<file path="config.mk">
export PLATFORM = sky130hd
export DESIGN_NAME = alpresq_flat
export DESIGN_NICKNAME = d
export VERILOG_FILES = /design/src/rtl/alpresq_if.sv /design/src/rtl/alpresq.sv /design/src/flat_wrapper.sv
export SDC_FILE = /design/constraint.sdc
export NUM_CORES = 1
export LEC_CHECK = 0
export BUFFER_PORTS_ARGS = -buffer_cell sky130_fd_sc_hd__buf_2
export CELL_PAD_IN_SITES_DETAIL_PLACEMENT = 0
export CELL_PAD_IN_SITES_GLOBAL_PLACEMENT = 1
export CORE_MARGIN = 2
export CORE_UTILIZATION = 25
export DETAILED_ROUTE_END_ITERATION = 8
export HOLD_SLACK_MARGIN = 0.06
export PLACE_DENSITY = 0.71
export SYNTH_ARGS = -nofsm -noshare
export SYNTH_HDL_FRONTEND = slang
export SYNTH_SLANG_ARGS = --single-unit
</file>
<file path="constraint.sdc">
create_clock -name clk_h -period 3.75 [get_ports clk_h]
set_clock_uncertainty 0.1 [all_clocks]
set_input_delay 0.75 -clock clk_h [delete_from_list [all_inputs] [get_ports clk_h]]
set_output_delay 0.75 -clock clk_h [all_outputs]
set_load 0.01 [all_outputs]
</file>
<file path="src/rtl/alpresq_if.sv">
// alpresq_if: bundles the data, shift-link, zero-chain and iteration signals of one
// R/Q result slice. The master drives the slice inputs; the slave is the slice itself.
`default_nettype none

interface alpresq_if #(
    parameter int WIDTH     = 4,
    parameter int STEP_BITS = 5
);
    logic [WIDTH-1:0]     aluq_h;
    logic [1:0]           rop_h;
    logic [1:0]           qop_h;
    logic                 r_sin_lo_h;
    logic                 r_sin_hi_h;
    logic                 q_sin_lo_h;
    logic                 q_sin_hi_h;
    logic                 r_sout_hi_h;
    logic                 r_sout_lo_h;
    logic                 q_sout_hi_h;
    logic                 q_sout_lo_h;
    logic [WIDTH-1:0]     r_h;
    logic [WIDTH-1:0]     q_h;
    logic                 z_in_h;
    logic                 z_h;
    logic                 it_start_h;
    logic [STEP_BITS-1:0] it_cnt_h;
    logic                 it_step_h;
    logic                 it_busy_h;
    logic                 it_done_h;
    logic [STEP_BITS-1:0] it_val_h;

    modport master (
        output aluq_h, rop_h, qop_h, r_sin_lo_h, r_sin_hi_h, q_sin_lo_h, q_sin_hi_h,
               z_in_h, it_start_h, it_cnt_h, it_step_h,
        input  r_sout_hi_h, r_sout_lo_h, q_sout_hi_h, q_sout_lo_h, r_h, q_h, z_h,
               it_busy_h, it_done_h, it_val_h
    );

    modport slave (
        input  aluq_h, rop_h, qop_h, r_sin_lo_h, r_sin_hi_h, q_sin_lo_h, q_sin_hi_h,
               z_in_h, it_start_h, it_cnt_h, it_step_h,
        output r_sout_hi_h, r_sout_lo_h, q_sout_hi_h, q_sout_lo_h, r_h, q_h, z_h,
               it_busy_h, it_done_h, it_val_h
    );
endinterface

`default_nettype wire

</file>
<file path="src/rtl/alpresq.sv">
//------------------------------------------------------------------------------
// Module     : alpresq
// Description: Result/Q register slice behind the ALP ALU slice, with shift links,
//              zero chain and the mul/div iteration counter.
// Revision   : 1.0
//------------------------------------------------------------------------------
`default_nettype none

module alpresq #(
    parameter int WIDTH     = 4,
    parameter int STEP_BITS = 5
) (
    input  logic      clk_h,
    input  logic      reset_l,
    alpresq_if.slave  bus
);
    typedef enum logic [0:0] {
        IDLE = 1'b0,
        BUSY = 1'b1
    } it_state_t;

    logic [WIDTH-1:0]     r_reg;
    logic [WIDTH-1:0]     q_reg;
    logic                 z_reg;
    logic [STEP_BITS-1:0] cnt;
    logic                 done;
    it_state_t            state;

    logic [WIDTH-1:0]     r_next;
    logic [WIDTH-1:0]     q_next;

    always_comb begin
        r_next = bus.aluq_h;
        case (bus.rop_h)
            2'b00:   r_next = r_reg;
            2'b10:   r_next = {bus.aluq_h[WIDTH-2:0], bus.r_sin_lo_h};
            2'b11:   r_next = {bus.r_sin_hi_h, bus.aluq_h[WIDTH-1:1]};
            default: r_next = bus.aluq_h;
        endcase
    end

    always_comb begin
        q_next = q_reg;
        case (bus.qop_h)
            2'b01:   q_next = bus.aluq_h;
            2'b10:   q_next = {q_reg[WIDTH-2:0], bus.q_sin_lo_h};
            2'b11:   q_next = {bus.q_sin_hi_h, q_reg[WIDTH-1:1]};
            default: q_next = q_reg;
        endcase
    end

    always_ff @(posedge clk_h) begin
        if (!reset_l) begin
            r_reg <= '0;
            q_reg <= '0;
            z_reg <= 1'b1;
        end else begin
            r_reg <= r_next;
            q_reg <= q_next;
            if (bus.rop_h != 2'b00)
                z_reg <= bus.z_in_h & (r_next == '0);
        end
    end

    // Start has priority over step so a restart never emits a done for the aborted run.
    always_ff @(posedge clk_h) begin
        if (!reset_l) begin
            state <= IDLE;
            cnt   <= '0;
            done  <= 1'b0;
        end else begin
            done <= 1'b0;
            if (bus.it_start_h) begin
                cnt <= bus.it_cnt_h;
                if (bus.it_cnt_h == '0) begin
                    state <= IDLE;
                    done  <= 1'b1;
                end else begin
                    state <= BUSY;
                end
            end else if (state == BUSY && bus.it_step_h) begin
                cnt <= cnt - STEP_BITS'(1);
                if (cnt == STEP_BITS'(1)) begin
                    state <= IDLE;
                    done  <= 1'b1;
                end
            end
        end
    end

    assign bus.r_h         = r_reg;
    assign bus.q_h         = q_reg;
    assign bus.z_h         = z_reg;
    assign bus.r_sout_hi_h = bus.aluq_h[WIDTH-1];
    assign bus.r_sout_lo_h = bus.aluq_h[0];
    assign bus.q_sout_hi_h = q_reg[WIDTH-1];
    assign bus.q_sout_lo_h = q_reg[0];
    assign bus.it_busy_h   = (state == BUSY);
    assign bus.it_done_h   = done;
    assign bus.it_val_h    = cnt;

endmodule

`default_nettype wire
</file>
<file path="src/flat_wrapper.sv">
// flat-port wrapper written by rule: the top's interface ports become plain ports
module alpresq_flat 
#(
    parameter int WIDTH     = 4,
    parameter int STEP_BITS = 5
)
  (clk_h, reset_l, bus_aluq_h, bus_rop_h, bus_qop_h, bus_r_sin_lo_h, bus_r_sin_hi_h, bus_q_sin_lo_h, bus_q_sin_hi_h, bus_z_in_h, bus_it_start_h, bus_it_cnt_h, bus_it_step_h, bus_r_sout_hi_h, bus_r_sout_lo_h, bus_q_sout_hi_h, bus_q_sout_lo_h, bus_r_h, bus_q_h, bus_z_h, bus_it_busy_h, bus_it_done_h, bus_it_val_h);
  alpresq_if #(.WIDTH(WIDTH), .STEP_BITS(STEP_BITS)) bus_i ();
  input  logic clk_h;
  input  logic reset_l;
  input wire logic [$bits(bus_i.aluq_h)-1:0] bus_aluq_h;
  input wire logic [$bits(bus_i.rop_h)-1:0] bus_rop_h;
  input wire logic [$bits(bus_i.qop_h)-1:0] bus_qop_h;
  input wire logic [$bits(bus_i.r_sin_lo_h)-1:0] bus_r_sin_lo_h;
  input wire logic [$bits(bus_i.r_sin_hi_h)-1:0] bus_r_sin_hi_h;
  input wire logic [$bits(bus_i.q_sin_lo_h)-1:0] bus_q_sin_lo_h;
  input wire logic [$bits(bus_i.q_sin_hi_h)-1:0] bus_q_sin_hi_h;
  input wire logic [$bits(bus_i.z_in_h)-1:0] bus_z_in_h;
  input wire logic [$bits(bus_i.it_start_h)-1:0] bus_it_start_h;
  input wire logic [$bits(bus_i.it_cnt_h)-1:0] bus_it_cnt_h;
  input wire logic [$bits(bus_i.it_step_h)-1:0] bus_it_step_h;
  output wire logic [$bits(bus_i.r_sout_hi_h)-1:0] bus_r_sout_hi_h;
  output wire logic [$bits(bus_i.r_sout_lo_h)-1:0] bus_r_sout_lo_h;
  output wire logic [$bits(bus_i.q_sout_hi_h)-1:0] bus_q_sout_hi_h;
  output wire logic [$bits(bus_i.q_sout_lo_h)-1:0] bus_q_sout_lo_h;
  output wire logic [$bits(bus_i.r_h)-1:0] bus_r_h;
  output wire logic [$bits(bus_i.q_h)-1:0] bus_q_h;
  output wire logic [$bits(bus_i.z_h)-1:0] bus_z_h;
  output wire logic [$bits(bus_i.it_busy_h)-1:0] bus_it_busy_h;
  output wire logic [$bits(bus_i.it_done_h)-1:0] bus_it_done_h;
  output wire logic [$bits(bus_i.it_val_h)-1:0] bus_it_val_h;
  assign bus_i.aluq_h = bus_aluq_h;
  assign bus_i.rop_h = bus_rop_h;
  assign bus_i.qop_h = bus_qop_h;
  assign bus_i.r_sin_lo_h = bus_r_sin_lo_h;
  assign bus_i.r_sin_hi_h = bus_r_sin_hi_h;
  assign bus_i.q_sin_lo_h = bus_q_sin_lo_h;
  assign bus_i.q_sin_hi_h = bus_q_sin_hi_h;
  assign bus_i.z_in_h = bus_z_in_h;
  assign bus_i.it_start_h = bus_it_start_h;
  assign bus_i.it_cnt_h = bus_it_cnt_h;
  assign bus_i.it_step_h = bus_it_step_h;
  assign bus_r_sout_hi_h = bus_i.r_sout_hi_h;
  assign bus_r_sout_lo_h = bus_i.r_sout_lo_h;
  assign bus_q_sout_hi_h = bus_i.q_sout_hi_h;
  assign bus_q_sout_lo_h = bus_i.q_sout_lo_h;
  assign bus_r_h = bus_i.r_h;
  assign bus_q_h = bus_i.q_h;
  assign bus_z_h = bus_i.z_h;
  assign bus_it_busy_h = bus_i.it_busy_h;
  assign bus_it_done_h = bus_i.it_done_h;
  assign bus_it_val_h = bus_i.it_val_h;
  alpresq #(.WIDTH(WIDTH), .STEP_BITS(STEP_BITS)) u_core (.clk_h(clk_h), .reset_l(reset_l), .bus(bus_i));
endmodule
</file>
==> summary.txt, run 1 <==
Timing
  • Fin. max-slew vios: 0
  • Fin crit share: 0.4956
  • Setup_tns: 0 ps
  • Final Hold Viols: 0
  • Slew headroom: 0.8031
  • Achievable Freq: ~0.54 GHz
  • Final setup violation count: 0
  • Slew @ Worst Pin: around 290 ps
  • Final min period: 1858 ps
  • RSZ-0062 raised after global routing: no

Power
  • Comb power frac: 0.211
  • Clock power frac: 0.349
  • Leakage: 0.5514 nW
  • Total power after layout: about 0.44 mW
  • Switching power of the nets: between 0.1 and 0.15 mW
  • Sequential share of power: 0.440
  • Power Dens Cells: around 370 nW/um^2
  • P_int: between 0.3 and 0.4 mW
  • Peak VDD IR: ~0.1 mV
  • Switch share: 0.2605

Final layout
  • Post-layout util: 0.3296
  • Fill cells: 397
  • Most frequent cells in the layout: 41 x buf_2, 16 x dfxtp_1, 6 x mux4_2
  • # nets final: 150
  • Antenna fix cells: 0
  • Layout cells sized above 1: 0.4560
  • Commonest non-fill, non-tap cell in the layout: buf_2
  • Area Growth Syn to Fin: 28.03%

Detailed routing
  • Final ANT Viol Nets: 0
  • Via density: 4.740
  • Routed wire length: 2205 um
  • WL/cell: 12.75 um
  • DRC violations left: 0
  • DR vias: 820
  • DR pass1 iterations: 4
  • Initial DRC Count: 49

Worst setup path
  • Worst Setup Path Type: in -> out
  • R2R Setup Slk: 2270 ps
  • Crit path DAT: 1010 ps
  • CP startpoint kind: input pin
  • Reg2reg end: u_core.bus.it_val_h[1]
  • CP required: just under 3000 ps
  • Slowest Stage Delay on Critical Path: 130 ps
  • CP dominant cell by count: buf_2
  • Crit path cell chain: buf_2 > buf_2
  • R2R depth: 4
  • Slowest-stage cell, CP: buf_2
  • Crit-path leading delay family: buffers and inverters
  • Crit path max fanout: 4
  • Worst setup EP type: primary output
  • CP bufs+invs: 2
  • FF-to-FF Start: u_core.bus.it_val_h[0]

Global route
  • Total GRT Usage: 0.1119
  • Global-route wire length before repair: 3650 um
  • Total grt overflow: 0
  • Largest net degree at the start of global routing: 17
  • Vias in the first global route: roughly 810
  • Initial antenna violation count: 0

Yosys
  • Synth Flop Type: dfxtp_1
  • EDFF count, synth: 0
  • Mapped cell area: slightly above 900 um^2
  • Yosys cell types: 37
  • Sequential share of the synthesized area: 0.3450
  • Cells after synthesis: approximately 90
  • Ys async rst share: 0
  • Synthesis Warnings: 0
  • FF+latch count, synth: 16
  • Syn_area_per_cell: 10.55 um^2
  • Post-synth net total: about 110

CTS
  • Setup bufs post-CTS: 0
  • # hold bufs at CTS: 0
  • # resized after CTS: 0
  • CTS tree: done
  • # clock sinks: 16
  • Worst-Skew Late Latency: 250 ps
  • Max Root-Sink Buffers: 2
  • Clock slew at reported path FFs: ~60 ps
  • Clk root buf: clkbuf_8
  • H-tree depth: 1
  • CTS Buf Count: 3

Floorplan
  • Core area: about 3600 um^2
  • # IOs: 42
  • Die Span X: 64.94 um
  • Initial Util: 0.2575
  • Cell row count: 22
  • DIE AREA: ~4200 um^2
  • Die height: 64.94 um

Run
  • Max-Cap Viols: 0

Hold path
  • Min-delay worst type: reg -> reg
  • Min-Delay Path Depth: 2
  • Hold path start: u_core.bus.z_h
  • Min-Delay Endpoint: u_core.bus.z_h

Placed design
  • DP Wirelength: 1764 um
  • Port Buffers: 41
  • Placer Congestion: 0.7384

Status
  • Outcome: completed
## layer usage
layer	routed length, um	track usage	share of wire
met3	180	0.02431	0.082
met4	31	0.04787	0.014
met5	0	0	0
met1	951	0.1326	0.43
met2	1042	0.1933	0.47
## per-stage QoR
stage | hold WS, ps | cell area (um^2) | cells | setup slack [ps]
floorplan | 426.0 | 928.4 | 88 | 1832
finish | 410.2 | 1189 | 173 | 1892
global placement | 403.2 | 1134 | 169 | 1711
global route | 470.0 | 1189 | 173 | 1873
CTS | 423.1 | 1189 | 173 | 1887
detailed placement | 399.1 | 1134 | 169 | 1652
## cell usage after synthesis, types with 2 or more instances
cell type  number  area, um^2
ha_1            2       25.02
a21oi_1         3       15.01
o211a_1         2       20.02
xnor2_1         2       17.52
and2_1          5       31.28
buf_4           4       30.03
mux2_2          3       33.78
nand2_1         3       11.26
o21ai_0         4       20.02
clkbuf_1        2       7.510
buf_6           2       22.52
dfxtp_1        16       320.3
or3_1           2       12.51
mux2i_1         2       20.02
mux4_2          6       135.1
nand2b_1        3       18.77
a21boi_0        3       22.52
inv_1           5       18.77
## worst reg2reg max path: stages, from the launching register on
cell and delay (ps):
dfxtp_1 410, inv_1 60, ha_1 290, a311o_1 360, a21boi_0 170
## power groups by stage
stage / Combinational (mW) / Clock [mW] / Sequential, mW
floorplan: 0.0554 / 0 / 0.201
global placement: 0.0921 / 0 / 0.197
detailed placement: 0.0938 / 0 / 0.197
CTS: 0.0943 / 0.161 / 0.193
finish: 0.0927 / 0.153 / 0.193
global route: 0.104 / 0.168 / 0.195
## worst max path at each step
stage | cells after the start | start | end | slack (ps)
final | 2 | bus_aluq_h[3] | bus_r_sout_hi_h | 1890
after detailed placement | 4 | bus_rop_h[1] | u_core.bus.z_h | 1650
after global routing | 2 | bus_aluq_h[3] | bus_r_sout_hi_h | 1870
after global placement | 4 | bus_rop_h[1] | u_core.bus.z_h | 1710
after floorplan | 4 | bus_rop_h[1] | u_core.bus.z_h | 1830
after CTS | 2 | bus_aluq_h[3] | bus_r_sout_hi_h | 1890
## cell families (layout without fill, tap and decap cells)
group,Yosys count,count (layout),synth area share
and+or+nand+nor,24,24,0.1604
AOI/OAI and AO/OA,20,20,0.1604
DFF,16,16,0.3450
buffers and inverters,13,50,0.08491
muxes,11,11,0.2035
adders and majority gates,2,2,0.02695
xor gates and xnor gates,2,2,0.01887
## flip-flops by register name, summed over array words and instances, names as in the netlist
name / count
u_core.bus.q_h: 4
u_core.bus.r_h: 4
u_core.bus.it_busy_h: 1
u_core.bus.it_done_h: 1
u_core.bus.it_val_h: 5
u_core.bus.z_h: 1
## area by class of cell
cell class | instances | area, um^2 | area share
well taps | 48 | 60.06 | 0.05053
inverters | 5 | 18.77 | 0.01579
clock buffers | 4 | 55.05 | 0.04632
flip-flops and latches | 16 | 320.3 | 0.2695
multi-input cells | 59 | 529.3 | 0.4453
repair buffers | 41 | 205.2 | 0.1726
Note: power is estimated with default switching activity, not from simulation.
==> inputs of run 2 (changes only) <==
--- a/config.mk
+++ b/config.mk
@@ -5,6 +5,7 @@
 export SDC_FILE = /design/constraint.sdc
 export NUM_CORES = 1
 export LEC_CHECK = 0
+export ABC_AREA = 1
 export BUFFER_PORTS_ARGS = -buffer_cell sky130_fd_sc_hd__buf_2
 export CELL_PAD_IN_SITES_DETAIL_PLACEMENT = 0
 export CELL_PAD_IN_SITES_GLOBAL_PLACEMENT = 1
@@ -12,7 +13,7 @@
 export CORE_UTILIZATION = 25
 export DETAILED_ROUTE_END_ITERATION = 8
 export HOLD_SLACK_MARGIN = 0.06
-export PLACE_DENSITY = 0.71
+export PLACE_DENSITY = 0.75
 export SYNTH_ARGS = -nofsm -noshare
 export SYNTH_HDL_FRONTEND = slang
 export SYNTH_SLANG_ARGS = --single-unit
==> constraint.sdc (replaced) <==
create_clock -name clk_h -period 1.8 [get_ports clk_h]
set_clock_uncertainty 0.1 [all_clocks]
set_input_delay 0.36 -clock clk_h [delete_from_list [all_inputs] [get_ports clk_h]]
set_output_delay 0.36 -clock clk_h [all_outputs]
set_load 0.01 [all_outputs]
==> run 2 against run 1 <==
Net effect:
- worst hold slack worse by 130 ps
- first-iteration DRC count up 39%
- clock power up 75%
- via count up 21%
- critical path type is now reg -> reg
- critical path depth up 3
- total power up 97%
- global-route usage up 0.16 points
- utilization down 0.46 points
- highest routed layer unchanged
==> summary.txt, run 2 <==
Status
  • Outcome: completed

Global route
  • Total GRT Usage: 0.1135 (+0.001572)
  • Largest net degree at the start of global routing: 11 (-6)
  • Global-route wire length before repair: 3753 um (+2.8%)
  • Total grt overflow: 0 (unchanged)
  • Vias in the first global route: 846 (+4.7%)
  • Initial antenna violation count: 0 (unchanged)

Yosys
  • Most numerous cell in the Yosys netlist: nand2_1
  • Post-synth top area cell: dfxtp_1
  • Synth Flop Type: dfxtp_1
  • Mapped cell area: 932.1 um^2 (+0.40%)
  • Ys async rst share: 0 (unchanged)
  • Synth area leaders: dfxtp_1 34%, nand2_1 10%, nand3_1 9.7%, o21ai_0 4.8%, inv_1 4.4%
  • Top-area cell type share of the netlist area: 0.3436 (-0.001389)
  • Post-synth net total: 157 (+40%)
  • Cells after synthesis: 133 (+51%)
  • Synth cell count leaders: 25 x nand2_1, 18 x nand3_1, 16 x dfxtp_1
  • EDFF count, synth: 0 (unchanged)
  • Syn_area_per_cell: 7.009 um^2 (-34%)
  • Sequential share of the synthesized area: 0.3436 (-0.001389)
  • Yosys cell types: 26 (-30%)
  • FF+latch count, synth: 16 (unchanged)
  • Synthesis Warnings: 0 (unchanged)

Hold path
  • Min-delay worst type: in -> reg

CTS
  • # resized after CTS: 0 (unchanged)
  • Worst-Skew Late Latency: 240 ps (about the same)
  • H-tree depth: 1 (unchanged)
  • Clock slew at reported path FFs: 60 ps (about the same)
  • # clock sinks: 16 (unchanged)
  • Setup bufs post-CTS: 0 (unchanged)
  • Clk root buf: clkbuf_8
  • Max Root-Sink Buffers: 2 (unchanged)
  • CTS tree: done
  • CTS Buf Count: 3 (unchanged)
  • # hold bufs at CTS: 0 (unchanged)

Timing
  • Final min period: 1275 ps
  • Setup_tns: 0 ps (unchanged)
  • Setup ws final: 524.9 ps (-1367 ps)
  • RSZ-0062 raised after global routing: no
  • Final Hold Viols: 0 (unchanged)
  • Achievable Freq: 0.7843 GHz
  • Final setup violation count: 0 (unchanged)
  • Fin crit share: 0.7084
  • Slew headroom: 0.7832 (-0.01989)
  • Fin. max-slew vios: 0 (unchanged)
  • Slew @ Worst Pin: 324.9 ps (+33.18 ps)

Detailed routing
  • Via density: 4.546 (-4.1%)
  • WL/cell: 10.85 um (-15%)
  • Initial DRC Count: 68 (+39%)
  • DR vias: 991 (+21%)
  • DR pass1 iterations: 4 (unchanged)
  • DRC violations left: 0 (unchanged)
  • Final ANT Viol Nets: 0 (unchanged)
  • Routed wire length: 2366 um (+7.3%)

Run
  • Max-Cap Viols: 0 (unchanged)

Power
  • Switching power of the nets: 0.2567 mW (+120%)
  • Power Dens Cells: 732.9 nW/um^2 (+98%)
  • Peak VDD IR: 0.2216 mV (+120%)
  • Comb power frac: 0.227 (+0.016)
  • Clock power frac: 0.310 (-0.039)
  • Sequential share of power: 0.464 (+0.024)
  • Switch share: 0.2966 (+0.03612)
  • Total power after layout: 0.8656 mW (+97%)
  • Leakage: 0.5743 nW (+4.1%)
  • P_int: 0.6089 mW (+87%)

Worst setup path
  • CP required: 1880 ps (-1020 ps)
  • CP bufs+invs: 1 (-1)
  • CP startpoint kind: flip-flop
  • Crit path cell chain: inv_1 > ha_1 > nor3_1 > a21oi_1 > a21oi_1
  • Slowest-stage cell, CP: dfxtp_1
  • Crit path max fanout: 5 (+1)
  • Slowest Stage Delay on Critical Path: 400 ps (+270 ps)
  • CP dominant cell by count: a21oi_1
  • Crit path DAT: 1350 ps (+340 ps)
  • Crit-path leading delay family: flip-flops
  • Worst setup EP type: flip-flop
  • Worst Setup Path Type: reg -> reg

Placed design
  • Placer Congestion: 0.8010 (+8.5%)
  • DP Wirelength: 1873 um (+6.2%)
  • Setup WS pre-CTS: 525.4 ps (-1127 ps)
  • Port Buffers: 41 (unchanged)

Floorplan
  • Core area: 3633 um^2 (+0.76%)
  • # IOs: 42 (unchanged)
  • Initial Util: 0.2565 (-0.0009173)
  • Die Span X: 65.06 um (+0.18%)
  • Die height: 65.06 um (+0.18%)
  • Cell row count: 22 (unchanged)
  • DIE AREA: 4233 um^2 (+0.37%)

Final layout
  • Antenna fix cells: 0 (unchanged)
  • Max reg flops: 5 (unchanged)
  • # nets final: 196 (+31%)
  • Area Growth Syn to Fin: 26.71%
  • Layout cells sized above 1: 0.3235 (-0.1325)
  • Commonest non-fill, non-tap cell in the layout: buf_2
  • Most frequent cells in the layout: 41 x buf_2, 25 x nand2_1, 18 x nand3_1
run 2: changes by cell type in the layout (fill, tap and decap cells not counted), moves of 4 or more:
cell,previous run,this run
nand3_1,1,18
a21oi_1,3,7
mux4_2,6,0
and2_1,5,0
o21ai_0,4,9
nand2_1,3,25
nor2_1,1,11
a31oi_1,1,5
inv_1,5,11
run 2: kinds of logic after synthesis:
kind of cell | synth area share
DFF | 0.3436
AOI/OAI and AO/OA | 0.1530
buffers and inverters | 0.1248
adders and majority gates | 0.02684
and+or+nand+nor | 0.3329
xor gates and xnor gates | 0.01880
run 2: cell type report:
cell class	instances	area, um^2
sequential	16	320.3
fill	410	2452
multi-input combinational	95	495.5
clock buffer	3	41.29
tap	48	60.06
timing repair buffer	41	205.2
inverter	15	58.81
run 2: final timing paths:
check | slack (ps) | from | cells after the start | to
setup reg to reg | 520 | u_core.bus.it_val_h[0] | 5 | u_core.bus.it_val_h[1]
hold / removal | 280 | bus_it_cnt_h[1] | 3 | u_core.bus.it_val_h[1]
hold reg to reg | 400 | u_core.bus.z_h | 2 | u_core.bus.z_h
setup / recovery | 520 | u_core.bus.it_val_h[0] | 5 | u_core.bus.it_val_h[1]
run 2: per-layer routing:
layer  wire [um]  vias up  GRT usage
met3         179        2    0.03472
met1        1085      438     0.1380
met5           0        -          0
li1            -      516          -
met2        1074       35     0.1856
met4          27        0    0.04688
run 2: power by group through the flow:
stage          Combinational [mW]  Sequential [mW]  Clock, mW
2_1_floorplan               0.117            0.418          0
3_3_place_gp                0.198            0.409          0
3_5_place_dp                0.198            0.409          0
4_1_cts                     0.198            0.402      0.282
5_1_grt                     0.220            0.404      0.297
6_report                    0.196            0.401      0.268
run 2: tightest hold or removal path, stage by stage:
cell and delay (ps):
buf_2 100, nand2_1 60, a21oi_1 60
run 2: through the flow:
stage,util,instance area (um^2),instances,hold WS (ps)
6_report,0.3251,1181,218,281.9
2_1_floorplan,-,932.1,133,398.3
4_1_cts,0.3251,1181,218,272.6
3_3_place_gp,0.3137,1140,215,378.5
5_1_grt,0.3251,1181,218,290.9
3_5_place_dp,0.3137,1140,215,372.1
